<file path="src/rtl/spi_reg_controller.sv">
// SPI transaction controller: decodes a command byte per chip-select frame and
// streams bytes to/from a register bank with address auto-increment and read prefetch.
module spi_reg_controller (
    input  logic       clk,
    input  logic       rst_n,
    input  logic       ssel,
    input  logic       byte_received,
    input  logic [7:0] received_data,
    output logic [7:0] data_to_send,
    output logic [6:0] reg_addr,
    output logic [7:0] reg_wdata,
    output logic       reg_we,
    output logic       reg_re,
    input  logic [7:0] reg_rdata,
    output logic       busy,
    output logic       txn_done
);

    localparam logic [7:0] StatusByte = 8'hA5;

    localparam logic [2:0] StIdle   = 3'd0;
    localparam logic [2:0] StCmd    = 3'd1;
    localparam logic [2:0] StWr     = 3'd2;
    localparam logic [2:0] StRdReq  = 3'd3;
    localparam logic [2:0] StRdWait = 3'd4;
    localparam logic [2:0] StRd     = 3'd5;

    logic       ssel_meta_q, ssel_s_q;
    logic [2:0] state_q, state_d;
    logic [6:0] addr_q, addr_d;
    logic [7:0] cnt_q, cnt_d;
    logic       pend_q, pend_d;
    logic [7:0] dts_q, dts_d;
    logic [6:0] reg_addr_q, reg_addr_d;
    logic [7:0] wdata_q, wdata_d;
    logic       we_q, we_d;
    logic       re_q, re_d;
    logic       done_q, done_d;

    logic [6:0] addr_inc;
    logic [6:0] rd_addr;
    logic [7:0] cnt_inc;

    assign addr_inc = addr_q + 7'd1;
    assign cnt_inc  = (cnt_q == 8'hFF) ? cnt_q : cnt_q + 8'd1;

    always_comb begin
        state_d    = state_q;
        addr_d     = addr_q;
        cnt_d      = cnt_q;
        pend_d     = pend_q;
        dts_d      = dts_q;
        reg_addr_d = reg_addr_q;
        wdata_d    = wdata_q;
        we_d       = 1'b0;
        re_d       = 1'b0;
        done_d     = 1'b0;
        rd_addr    = addr_q;

        case (state_q)
            StIdle: begin
                dts_d  = StatusByte;
                cnt_d  = 8'd0;
                pend_d = 1'b0;
                if (!ssel_s_q) state_d = StCmd;
            end
            StCmd: begin
                if (byte_received) begin
                    addr_d = received_data[6:0];
                    if (received_data[7]) begin
                        // Issue the first read right away so data is ready 3 clk later.
                        re_d       = 1'b1;
                        reg_addr_d = received_data[6:0];
                        state_d    = StRdReq;
                    end else begin
                        state_d = StWr;
                    end
                end
            end
            StWr: begin
                if (byte_received) begin
                    we_d       = 1'b1;
                    reg_addr_d = addr_q;
                    wdata_d    = received_data;
                    addr_d     = addr_inc;
                end
            end
            StRdReq: begin
                state_d = StRdWait;
                if (byte_received) begin
                    addr_d = addr_inc;
                    pend_d = 1'b1;
                end
            end
            StRdWait: begin
                dts_d = reg_rdata;
                if (byte_received || pend_q) begin
                    // A byte arrived mid-fetch: refetch at the advanced address.
                    rd_addr    = byte_received ? addr_inc : addr_q;
                    addr_d     = rd_addr;
                    re_d       = 1'b1;
                    reg_addr_d = rd_addr;
                    pend_d     = 1'b0;
                    state_d    = StRdReq;
                end else begin
                    state_d = StRd;
                end
            end
            StRd: begin
                if (byte_received) begin
                    addr_d     = addr_inc;
                    re_d       = 1'b1;
                    reg_addr_d = addr_inc;
                    state_d    = StRdReq;
                end
            end
            default: state_d = StIdle;
        endcase

        // Frame end overrides the next state after the current byte is processed.
        if (state_q != StIdle) begin
            if (byte_received) cnt_d = cnt_inc;
            if (ssel_s_q) begin
                state_d = StIdle;
                done_d  = byte_received || (cnt_q != 8'd0);
            end
        end
    end

    always_ff @(posedge clk or negedge rst_n) begin
        if (!rst_n) begin
            ssel_meta_q <= 1'b1;
            ssel_s_q    <= 1'b1;
            state_q     <= StIdle;
            addr_q      <= 7'd0;
            cnt_q       <= 8'd0;
            pend_q      <= 1'b0;
            dts_q       <= 8'd0;
            reg_addr_q  <= 7'd0;
            wdata_q     <= 8'd0;
            we_q        <= 1'b0;
            re_q        <= 1'b0;
            done_q      <= 1'b0;
        end else begin
            ssel_meta_q <= ssel;
            ssel_s_q    <= ssel_meta_q;
            state_q     <= state_d;
            addr_q      <= addr_d;
            cnt_q       <= cnt_d;
            pend_q      <= pend_d;
            dts_q       <= dts_d;
            reg_addr_q  <= reg_addr_d;
            wdata_q     <= wdata_d;
            we_q        <= we_d;
            re_q        <= re_d;
            done_q      <= done_d;
        end
    end

    assign data_to_send = dts_q;
    assign reg_addr     = reg_addr_q;
    assign reg_wdata    = wdata_q;
    assign reg_we       = we_q;
    assign reg_re       = re_q;
    assign txn_done     = done_q;
    assign busy         = ~ssel_s_q;

endmodule
</file>
<file path="config.mk">
export PLATFORM = sky130hd
export DESIGN_NAME = spi_reg_controller
export DESIGN_NICKNAME = d
export VERILOG_FILES = /design/src/rtl/spi_reg_controller.sv
export SDC_FILE = /design/constraint.sdc
export NUM_CORES = 1
export LEC_CHECK = 0
export ABC_CLOCK_PERIOD_IN_PS = 3380
export CAP_MARGIN = 20
export CORE_MARGIN = 3
export CORE_UTILIZATION = 56
export CTS_CLUSTER_SIZE = 28
export DETAILED_ROUTE_END_ITERATION = 10
export PLACE_DENSITY = 0.89
export SETUP_SLACK_MARGIN = 0.3
export SLEW_MARGIN = 10
export SYNTH_ARGS = -nofsm -noshare
export SYNTH_HDL_FRONTEND = slang
export SYNTH_SLANG_ARGS = --single-unit
</file>
<file path="constraint.sdc">
create_clock -name clk -period 3.38 [get_ports clk]
set_input_delay 0.507 -clock clk [delete_from_list [all_inputs] [get_ports clk]]
set_output_delay 0.507 -clock clk [all_outputs]
set_load 0.02 [all_outputs]
</file>
==> flow_metrics.tcl, run 1 <==
set metrics [dict create \
    synth-simple-area-share_pct 21.25 \
    track_usage_pct 24.99 \
    met3_usage_pct 5.785 \
    grt_max_degree 48 \
    clock_latency_ps 310 \
    grt_pass1_wl_um 10350 \
    met2_usage_pct 39.32 \
    path_clk_slew_ps 90 \
    slew_headroom_pct 45.77 \
    power-per-cell-area_nw_per_um2 596.4 \
    fin_crit_sh_pct 69.49 \
    multi_input_area_sq_um 1231 \
    synth_area_per_cell_sq_um 9.153 \
    drv_cap 0 \
    synthArstFlopShare_pct 100.0 \
    root_buffer "clkbuf_8" \
    crit_path_top_delay_cell "dfrtp_1" \
    synth_cell_types 60 \
    start_util_pct 60.54 \
    maxSlewViolCount 0 \
    syn-num-nets 299 \
    p_leak_nw 1.300 \
    crit_chain "xor2_1, nand2_1, o22ai_1, o2bb2a_1" \
    final_layout_size_suffix_gt1_share_pct 8.517 \
    portBuffers 46 \
    min_period_ps 2349 \
    synth.top_cell.area_share_pct 44.58 \
    synthFlopType "dfrtp_1" \
    path_class "reg2reg" \
    yosysWarnings 0 \
    grt-ovfl-total 0 \
    fp.coreArea_sq_um 4173 \
    firstDrtPassIters 6 \
    holdBufCountCts 0 \
    yosysSeqAreaShare_pct 46.66 \
    cts_sinks 47 \
    synthMuxAreaShare_pct 3.517 \
    synthCells 276 \
    grt_util_met1_pct 33.21 \
    critical_path_peak_fanout 25 \
    synth_top_family_by_area "simple AND/OR/NAND/NOR gates" \
    rsz0062_at_grt "false" \
    cts_tree "built" \
    cts_resized 0 \
    synth_area_sq_um 2526 \
    hold_violations 0 \
    drtIter0Drc 239 \
    wl_per_cell_um 17.52 \
    outcome "completed" \
    cts_inserted_buffers 5 \
    die-area_sq_um 5353 \
    cp-end-kind "flip-flop" \
    drt.antenna.violating_nets 0 \
    finClkSkew_ps 7.869 \
    yosys.area.top_type "dfrtp_1" \
    worst_pin_slew_ps 813.5 \
    fmax_mhz 425.7 \
    syn2layout_area_growth_pct 23.87 \
    required_ps 3570 \
    max_stage_delay_ps 880 \
    whs_ps 116.8 \
    mostFrequentLayoutCells "dfrtp_1, clkdlybuf4s50_1, nand2_1" \
    rows 23 \
    cts_max_path_buffers 2 \
    startpoint_type "flip-flop" \
    vias 2329 \
    finalInstanceArea_sq_um 3129 \
    vias_per_cell 6.346 \
    place.gp.congestion 0.9700 \
    hp-class "in2async" \
    place_hpwl_um 4266 \
    ys_seq_elements 47 \
    grt_antenna_before_repair 0 \
    final_net_count 339 \
    dp.cells 358 \
    ff_latch_area_sq_um 1179 \
    die_h_um 73.17 \
    drc 0 \
    finalSetupViolCount 0 \
    synth_fa_ha_area_share_pct 1.486 \
    postCtsSetupRepairBufs 0 \
    pin_count 47 \
    synth_edf_count 0 \
    critPathArrivalTime_ps 2540 \
    synth_area_leaders "dfrtp_1, nand2_1, o21ai_0, a21oi_1, mux2_2" \
    power_mw 1.866 \
    layout.cells.non_filler 367 \
    diodes 0 \
    tns_ps 0 \
    peakVddDrop_uv 299.2 \
    chipWidth_um 73.17 \
    busiest_layer "met2" \
    dpl_cell_area_sq_um 2973 \
    synth-compound-area-share_pct 21.10 \
    synth_xor_area_share_pct 1.387 \
    grt_pass1_vias 2178 \
    htreeDepth 2 \
    fillers 304 \
    drt-total-wl_um 6430 \
]
==> critical path: cells and delay by family (launching register included) <==
family | cells | cell delay [ps]
XOR/XNOR | 1 | 700
AO/OA/AOI/OAI | 2 | 410
flip-flops | 1 | 880
AND/OR/NAND/NOR | 1 | 240
==> power by group <==
part | total [mW] | switching, mW | internal, mW
clock | 0.489 | 0.194 | 0.295
sequential | 0.797 | 0.121 | 0.676
combinational | 0.580 | 0.298 | 0.282
==> cells in the mapped netlist (4+ instances only) <==
library cell / n
dfrtp_1: 45
nor2_1: 19
mux2_2: 7
o21ai_1: 4
o22ai_1: 4
inv_1: 8
a21oi_1: 20
nor2b_1: 4
buf_2: 12
o21ai_0: 21
or3_1: 5
nand3_1: 8
o31ai_1: 4
nor3_1: 6
nand2_1: 44
==> routing by layer <==
| layer | part of all wire (%) | up-vias |
|---|---|---|
| li1 | - | 1072 |
| met1 | 41 | 1108 |
| met2 | 48 | 128 |
| met3 | 8.6 | 21 |
| met4 | 2.2 | 0 |
| met5 | 0 | - |
==> through the flow <==
step / util, % / worst slack, ps
2_1_floorplan: - / 1737
3_3_place_gp: 71.24 / 929.5
3_5_place_dp: 71.24 / 874.9
4_1_cts: 74.51 / 1110
5_1_grt: 74.99 / 921.5
6_report: 74.99 / 1031
==> flip-flops by register name, summed over array words and instances, names as in the netlist <==
register,cells
ssel_meta_q,1
reg_re,1
pend_q,1
addr_q,7
state_q,3
cnt_q,8
reg_we,1
reg_addr,7
txn_done,1
data_to_send,8
reg_wdata,8
ssel_s_q,1
==> kinds of logic (layout without fill, tap and decap cells) <==
group,count (synthesis),in the layout
DFF,47,47
adders and majority gates,3,3
and+or+nand+nor,109,109
xor gates and xnor gates,4,4
buffers and inverters,24,65
AOI/OAI and AO/OA,81,81
muxes,8,8
==> final cells by class <==
type | count | share of cell area [%]
multi-input combinational | 205 | 39.34
sequential | 47 | 37.66
timing repair buffer | 49 | 15.67
clock buffer | 5 | 2.199
clock inverter | 3 | 2.159
tap | 50 | 1.999
inverter | 8 | 0.9596
==> path summary, 6_finish.rpt <==
| check | from | end | slack (ps) | cells after the start |
|---|---|---|---|---|
| max | state_q[2] | addr_q[4] | 1030 | 4 |
| min | rst_n | data_to_send[3] | 120 | 1 |
| max reg2reg | state_q[2] | addr_q[4] | 1030 | 4 |
| min reg2reg | ssel_meta_q | ssel_s_q | 360 | 0 |
| max in group asynchronous | rst_n | ssel_meta_q | 2700 | 2 |
| min in group clk | ssel_meta_q | ssel_s_q | 360 | 0 |
Power figures use the tool's default switching activity.
==> run 2, diff against run 1 <==
--- a/config.mk
+++ b/config.mk
@@ -5,13 +5,13 @@
 export SDC_FILE = /design/constraint.sdc
 export NUM_CORES = 1
 export LEC_CHECK = 0
-export ABC_CLOCK_PERIOD_IN_PS = 3380
+export ABC_CLOCK_PERIOD_IN_PS = 1930
 export CAP_MARGIN = 20
 export CORE_MARGIN = 3
-export CORE_UTILIZATION = 56
+export CORE_UTILIZATION = 47
 export CTS_CLUSTER_SIZE = 28
 export DETAILED_ROUTE_END_ITERATION = 10
-export PLACE_DENSITY = 0.89
+export PLACE_DENSITY = 0.8
 export SETUP_SLACK_MARGIN = 0.3
 export SLEW_MARGIN = 10
 export SYNTH_ARGS = -nofsm -noshare
==> constraint.sdc (replaced) <==
create_clock -name clk -period 1.93 [get_ports clk]
set_input_delay 0.2895 -clock clk [delete_from_list [all_inputs] [get_ports clk]]
set_output_delay 0.2895 -clock clk [all_outputs]
set_load 0.02 [all_outputs]
==> run 2 against run 1 <==
Compared with the run above:
- final cell count grew 16%
- via count up 5.7%
- sequential power is 72% higher
- largest cell class unchanged
- highest routed layer unchanged
==> flow_metrics.tcl, run 2 (same netlist as run 1, synthesis figures left out) <==
set metrics [dict create \
    critPathArrivalTime_ps 1830 \
    root_buffer "clkbuf_8" \
    place.gp.congestion 0.8590 \
    drt.antenna.violating_nets 0 \
    power-per-cell-area_nw_per_um2 933.8 \
    vias 2462 \
    die_h_um 79.32 \
    syn2layout_area_growth_pct 41.46 \
    path_clk_slew_ps 90 \
    htreeDepth 2 \
    cp-end-kind "flip-flop" \
    maxSlewViolCount 0 \
    cts_max_path_buffers 2 \
    critical_path_peak_fanout 6 \
    hold_start "ssel_meta_q" \
    firstDrtPassIters 4 \
    grt_max_degree 48 \
    hold_violations 0 \
    drtIter0Drc 266 \
    grt_antenna_before_repair 0 \
    place_hpwl_um 4641 \
    min_period_ps 1634 \
    wl_per_cell_um 16.42 \
    cts_tree "built" \
    vias_per_cell 5.766 \
    layout_commonest_cell "nand2_1" \
    min_to "ssel_s_q" \
    fmax_mhz 612.0 \
    chipWidth_um 79.32 \
    hp-class "reg2reg" \
    outcome "completed" \
    drt-total-wl_um 7011 \
    cts_sinks 47 \
    r2r-start "state_q[1]" \
    finClkSkew_ps 4.814 \
    grt_pass1_vias 2361 \
    startpoint_type "flip-flop" \
    fillers 420 \
    worst_pin_slew_ps 340.1 \
    path_class "reg2reg" \
    min_path_cells 0 \
    die-area_sq_um 6291 \
    cts_inserted_buffers 5 \
    track_usage_pct 22.24 \
    pin_count 47 \
    timing.rr.end "reg_addr[5]" \
    fin_crit_sh_pct 84.66 \
    fin_util_pct 69.52 \
    final_net_count 379 \
    mostFrequentLayoutCells "nand2_1, clkdlybuf4s50_1, dfrtp_1" \
    grt-ovfl-total 0 \
    layout.cells.non_filler 427 \
    dp.cells 400 \
    fp.coreArea_sq_um 5140 \
    ff2ff_setup_slack_ps 300 \
    slew_headroom_pct 77.09 \
    rsz0062_at_grt "true" \
    finalSetupViolCount 0 \
    r2r_cells 5 \
    portBuffers 46 \
    grt_pass1_wl_um 11050 \
    rows 26 \
    peakVddDrop_uv 772.2 \
    drc 0 \
    required_ps 2130 \
    final_layout_size_suffix_gt1_share_pct 24.65 \
    diodes 0 \
    clock_latency_ps 310 \
    drv_cap 0 \
    p_leak_nw 1.530 \
    start_util_pct 49.15 \
]
-- run 2: area by class of cell --
cell class,instances,area [sq um],share of cell area [%]
flip-flops and latches,47,1184,33.12
multi-input cells,205,1353,37.85
well taps,70,87.58,2.451
inverters,8,30.03,0.8403
clock inverters,3,43.79,1.225
clock buffers,5,68.82,1.926
repair buffers,89,807.0,22.58
-- run 2: what timing repair did --
| item | 4_1_cts | 5_1_grt |
|---|---|---|
| setup buffers | 5 | 12 |
| resized for setup | 9 | 29 |
| hold endpoints to repair | 45 | 0 |
| cloned | 0 | 1 |
| endpoints found under the setup margin | 11 | 20 |
| hold buffers | 1 | 0 |
| pin swaps | 1 | 7 |
-- run 2: per-stage QoR --
step | TNS [ps] | setup slack (ps) | area [sq um] | total power, mW | hold slack, ps
final | 0 | 296.0 | 3573 | 3.337 | 371.4
after global routing | 0 | 261.8 | 3573 | 3.519 | 375.6
after CTS | 0 | 301.1 | 3359 | 3.252 | 374.0
after detailed placement | -25.74 | -10.41 | 3178 | 2.485 | 292.8
after global placement | 0 | 9.655 | 3178 | 2.450 | 288.2
after floorplan | 0 | 301.7 | 2529 | 1.940 | -6.091
-- run 2: per-layer routing --
metal / wire length, um / part of all wire [%] / GRT usage, %
met2: 3398 / 48 / 37.79
met3: 426 / 6.1 / 4.649
met5: 0 / 0 / 0
met1: 3020 / 43 / 28.69
met4: 165 / 2.4 / 6.186
-- run 2: how the worst max path moves through the flow --
| stage | startpoint | endpoint | cells past startpoint |
|---|---|---|---|
| 2_1_floorplan | addr_q[0] | reg_addr[6] | 5 |
| 3_3_place_gp | byte_received | reg_addr[1] | 6 |
| 3_5_place_dp | byte_received | reg_addr[5] | 6 |
| 4_1_cts | state_q[0] | reg_addr[3] | 6 |
| 5_1_grt | state_q[1] | addr_q[5] | 7 |
| 6_report | state_q[1] | reg_addr[5] | 5 |
-- run 2: worst max-delay path, cell delays in order (launching register included) --
cell      delay (ps)
dfrtp_2          420
buf_4            170
or2_1            300
o311ai_2         260
a32oi_1          100
mux2_4           270
-- run 2: power by group --
part           leakage, nW  switching [mW]  internal, mW
clock network       0.0581           0.344         0.386
logic                0.891           0.610         0.626
registers            0.581           0.183          1.19
